===== src/rtl/mem_bus_arbiter.sv =====
// Three-port arbiter in front of a single-port memory: one owner per access, read data back to it.
// Define ARB_ROUND_ROBIN_EN for round-robin arbitration; otherwise fixed priority 0 > 1 > 2.
module mem_bus_arbiter #(
  parameter int unsigned ADDR_W  = 32,
  parameter int unsigned DATA_W  = 64,
  parameter int unsigned MEM_LAT = 1
) (
  input  logic                    clk,
  input  logic                    rst,
  input  logic [2:0]              req,
  input  logic [2:0]              we,
  input  logic [3*ADDR_W-1:0]     addr,
  input  logic [3*DATA_W-1:0]     wdata,
  input  logic [3*DATA_W/8-1:0]   wstrb,
  output logic [2:0]              gnt,
  output logic [2:0]              rvalid,
  output logic [DATA_W-1:0]       rdata,
  output logic                    mem_en,
  output logic                    mem_we,
  output logic [ADDR_W-1:0]       mem_addr,
  output logic [DATA_W-1:0]       mem_wdata,
  output logic [DATA_W/8-1:0]     mem_wstrb,
  input  logic [DATA_W-1:0]       mem_rdata,
  output logic                    busy
);

  localparam int unsigned STRB_W = DATA_W / 8;

  typedef enum logic [1:0] {StIdle, StAccess, StWait} state_e;

  state_e      state_q;
  logic [1:0]  owner_q;
  logic [2:0]  cnt_q;
  logic [1:0]  win;

`ifdef ARB_ROUND_ROBIN_EN
  logic [1:0]  last_q;

  // Search starts just after the last granted port.
  always_comb begin
    win = 2'd0;
    case (last_q)
      2'd0:    win = req[1] ? 2'd1 : (req[2] ? 2'd2 : 2'd0);
      2'd1:    win = req[2] ? 2'd2 : (req[0] ? 2'd0 : 2'd1);
      default: win = req[0] ? 2'd0 : (req[1] ? 2'd1 : 2'd2);
    endcase
  end
`else
  always_comb begin
    win = req[0] ? 2'd0 : (req[1] ? 2'd1 : 2'd2);
  end
`endif

  assign busy = (state_q != StIdle);

  always_ff @(posedge clk or negedge rst) begin
    if (!rst) begin
      state_q   <= StIdle;
      owner_q   <= 2'd0;
      cnt_q     <= 3'd0;
      gnt       <= 3'b000;
      rvalid    <= 3'b000;
      rdata     <= '0;
      mem_en    <= 1'b0;
      mem_we    <= 1'b0;
      mem_addr  <= '0;
      mem_wdata <= '0;
      mem_wstrb <= '0;
`ifdef ARB_ROUND_ROBIN_EN
      last_q    <= 2'd2;
`endif
    end else begin
      // Strobes are single-cycle pulses unless re-asserted below.
      gnt       <= 3'b000;
      rvalid    <= 3'b000;
      mem_en    <= 1'b0;
      mem_we    <= 1'b0;
      mem_wstrb <= '0;
      case (state_q)
        StIdle: begin
          if (|req) begin
            state_q   <= StAccess;
            owner_q   <= win;
            gnt       <= 3'b001 << win;
            mem_en    <= 1'b1;
            mem_we    <= we[win];
            mem_addr  <= addr[int'(win)*ADDR_W +: ADDR_W];
            mem_wdata <= wdata[int'(win)*DATA_W +: DATA_W];
            mem_wstrb <= we[win] ? wstrb[int'(win)*STRB_W +: STRB_W] : '0;
`ifdef ARB_ROUND_ROBIN_EN
            last_q    <= win;
`endif
          end
        end
        StAccess: begin
          if (mem_we) begin
            state_q <= StIdle;
          end else begin
            state_q <= StWait;
            cnt_q   <= 3'(MEM_LAT);
          end
        end
        StWait: begin
          // Last wait cycle: mem_rdata is valid now.
          if (cnt_q == 3'd1) begin
            rdata   <= mem_rdata;
            rvalid  <= 3'b001 << owner_q;
            cnt_q   <= 3'd0;
            state_q <= StIdle;
          end else begin
            cnt_q <= cnt_q - 3'd1;
          end
        end
        default: state_q <= StIdle;
      endcase
    end
  end

endmodule

===== config.mk =====
export PLATFORM = sky130hd
export DESIGN_NAME = mem_bus_arbiter
export DESIGN_NICKNAME = d
export VERILOG_FILES = /design/src/rtl/mem_bus_arbiter.sv
export SDC_FILE = /design/constraint.sdc
export NUM_CORES = 1
export LEC_CHECK = 0
export CAP_MARGIN = 20
export CORE_AREA = 4 4 219 221
export DETAILED_ROUTE_END_ITERATION = 8
export DIE_AREA = 0 0 223 225
export DONT_BUFFER_PORTS = 1
export PLACE_DENSITY = 0.46
export SYNTH_ARGS = -nofsm -noshare
export SYNTH_HDL_FRONTEND = slang
export SYNTH_SLANG_ARGS = --single-unit

===== constraint.sdc =====
create_clock -name clk -period 1.8 [get_ports clk]
set_clock_uncertainty 0.15 [all_clocks]
set_input_delay 0.36 -clock clk [delete_from_list [all_inputs] [get_ports clk]]
set_output_delay 0.36 -clock clk [all_outputs]
set_load 0.01 [all_outputs]

==> results_dict.tcl <==
set metrics [dict create \
    status "complete, but fails checks" \
    violations "hold timing, setup timing" \
    n_fill_cell 4679 \
    routedWlPerCell_um 22.50 \
    drv_cap 0 \
    ios 561 \
    yosysTopAreaCell "dfrtp_1" \
    p_leak_uw 0.005382 \
    clk_pin_slew_ns 0.08 \
    power.density_mw_per_mm2 1440 \
    slowest_stage "dfrtp_1" \
    reg2reg_slack_ns -0.05 \
    initial_core_util_pct 20.52 \
    cp.depth 6 \
    cts_tree "yes" \
    clk_latency_ns 0.49 \
    clock_sinks 183 \
    cp_max_fo 10 \
    rr_endpoint "rdata[61]" \
    ys_types 41 \
    synth_edf_count 0 \
    die_w_um 223 \
    yosys_warnings 0 \
    ys_seq_area_share_pct 48.34 \
    vias_per_cell 4.534 \
    root_buffer "clkbuf_16" \
    drcViolationCount 0 \
    slowest_delay_ns 0.39 \
    slew_headroom_pct 41.68 \
    hpwl_mm 24.67 \
    drt_iter0_drc 260 \
    final-setup-viol-count 64 \
    worst_pin_slew_ns 0.8719 \
    synth_common_cells "183 x dfrtp_1, 178 x o21ai_0, 111 x mux2_2, 97 x mux2i_1, 49 x mux2_4" \
    grt_setup_unrepaired "yes" \
    fin_crit_sh_pct 102.8 \
    gp_congestion 0.7827 \
    power_uw 18480 \
    die_y_um 225 \
    syn_avg_cell_area_um2 12.35 \
    period_needed_ns 1.850 \
    port_buffers 0 \
    arrival_ns 2.06 \
    r2r_start "cnt_q[1]" \
    multiInputGateArea_mm2 0.004504 \
    cp.required_ns 2.01 \
    ys_ff_latch 183 \
    startpoint_type "flop" \
    ys_top_cells_by_area "dfrtp_1 48%, mux2_2 13%, mux2i_1 10%, o21ai_0 9.4%, mux2_4 7.8%" \
    async_flop_share_pct 100.0 \
    setup.worst_path.class "flop to flop" \
    drive_gt1_share_pct 27.17 \
    fmax_ghz 0.5404 \
    syn-num-nets 1153 \
    overflow 0 \
    vdd_drop_max_mv 0.7772 \
    drtPass1Iterations 4 \
    regArea_mm2 0.004582 \
    grt_pass1_wl_mm 50.12 \
    finalHoldViolCount 183 \
    antenna_found_initial 15 \
    synth_cells 767 \
    cts_buffer_depth 2 \
    numCtsBuffers 17 \
    core_area_mm2 0.04616 \
    grt_max_degree 184 \
    cp-end-kind "flop" \
    holdWs_ns -0.5934 \
    setup_slack_ns -0.05037 \
    synthMostInstantiatedCell "dfrtp_1" \
    ant_nets 0 \
    synthFlopType "dfrtp_1" \
    htreeDepth 4 \
    crit_chain "inv_2, ha_4, nor2b_4, and2_4, buf_16, mux2_4" \
    grt_usage_pct 13.32 \
    core.rowCount 79 \
    critPathTopFamily "simple AND/OR/NAND/NOR gates" \
    final_nets 1330 \
    wirelength_mm 35.33 \
    worst-path-buf-inv 2 \
    vias 7118 \
    yosysTopAreaCellShare_pct 48.34 \
    ctsHoldBuffers 181 \
    syn2layout_area_growth_pct 35.53 \
    drv_slew 0 \
    grt_pass1_vias 7516 \
    hp-class "input port to async pin" \
    synthesis.area_mm2 0.009473 \
    r2r_cells 6 \
    fp.dieArea_mm2 0.05018 \
]
[routing by layer]
layer	track usage (%)	wire (µm)
met5	0	22
met4	6.085	1121
met3	5.523	3438
met2	23.75	18110
met1	13.66	12640
[repair_timing]
| item | in CTS | in global routing |
|---|---|---|
| endpoints found under the setup margin | 65 | 66 |
| gates cloned | 3 | 1 |
| pin swaps | 2 | 0 |
| gates resized for setup | 35 | 5 |
| hold endpoints to repair | 354 | 183 |
| buffers inserted | 5 | 0 |
[how the worst max path moves through the flow]
stage	startpoint	to	slack, ns
finish	cnt_q[1]	rdata[61]	-0.05
floorplan	cnt_q[1]	rdata[0]	0.006
global route	cnt_q[1]	rdata[14]	-0.1
global placement	cnt_q[1]	rdata[34]	-0.1
CTS	cnt_q[1]	rdata[27]	-0.07
detailed placement	cnt_q[1]	rdata[27]	-0.13
[power by group]
group | total [µW] | internal [µW] | leakage, µW | switching [µW]
Combinational | 5760 | 3170 | 0.00285 | 2600
Sequential | 8710 | 6090 | 0.00224 | 2620
Clock | 4010 | 2100 | 0.000294 | 1910
[area by class of cell]
cell class	count	area share, %
inverter	7	0.2826
tap	607	5.916
sequential	183	35.69
multi-input combinational	513	35.08
antenna	6	0.1169
clock buffer	17	3.314
timing repair buffer	222	18.20
clock inverter	15	1.403
[worst register-to-register path, stage by stage (launching register included)]
cell     delay [ns]
dfrtp_1        0.39
inv_2          0.08
ha_4           0.13
nor2b_4        0.19
and2_4         0.30
buf_16         0.19
mux2_4         0.31
[logic make-up (layout without fill, tap and decap cells)]
logic type               Yosys count  count (layout)  synth area share, %
multiplexers                     257             257                31.21
AO/OA/AOI/OAI                    218             218                12.72
flip-flops                       183             183                48.34
buffers and inverters             72             261                5.138
AND/OR/NAND/NOR                   34              35                2.232
adder cells (fa/ha/maj)            2               2               0.2641
XOR/XNOR                           1               1              0.09247
other                              0               6                    0
[cells in the final DEF (no fill, tap or decap), types with 5 or more instances in the layout]
| cell type | Yosys | routed |
|---|---|---|
| dfrtp_1 | 183 | 181 |
| diode_2 | 0 | 6 |
| buf_4 | 5 | 22 |
| mux2_2 | 111 | 96 |
| clkbuf_16 | 0 | 18 |
| nand2_1 | 9 | 9 |
| nor2b_1 | 9 | 8 |
| dlygate4sd3_1 | 0 | 181 |
| mux2i_1 | 97 | 97 |
| buf_12 | 6 | 10 |
| a211oi_1 | 8 | 8 |
| a211oi_2 | 8 | 8 |
| mux2_4 | 49 | 64 |
| inv_8 | 0 | 5 |
| o21ai_1 | 11 | 12 |
| o21ai_2 | 5 | 5 |
| o21ai_0 | 178 | 177 |
[stage by stage]
step	utilization [%]	setup WS (ns)	setup TNS [ns]	instances	area (µm²)
after floorplan	-	0.006016	0	767	9473
after global placement	21.98	-0.09577	-2.366	1342	10150
after detailed placement	21.98	-0.1288	-4.058	1342	10150
after CTS	27.69	-0.06734	-1.914	1563	12780
after global routing	27.80	-0.09552	-4.714	1568	12830
final	27.81	-0.05037	-1.957	1570	12840
[sequential cells by signal, summed over array words and instances (netlist names)]
signal,count
rvalid,3
state_q,2
cnt_q,3
owner_q,2
mem_addr,32
gnt,3
mem_en,1
mem_we,1
mem_wstrb,8
rdata,64
mem_wdata,64
Power figures use the tool's default switching activity.
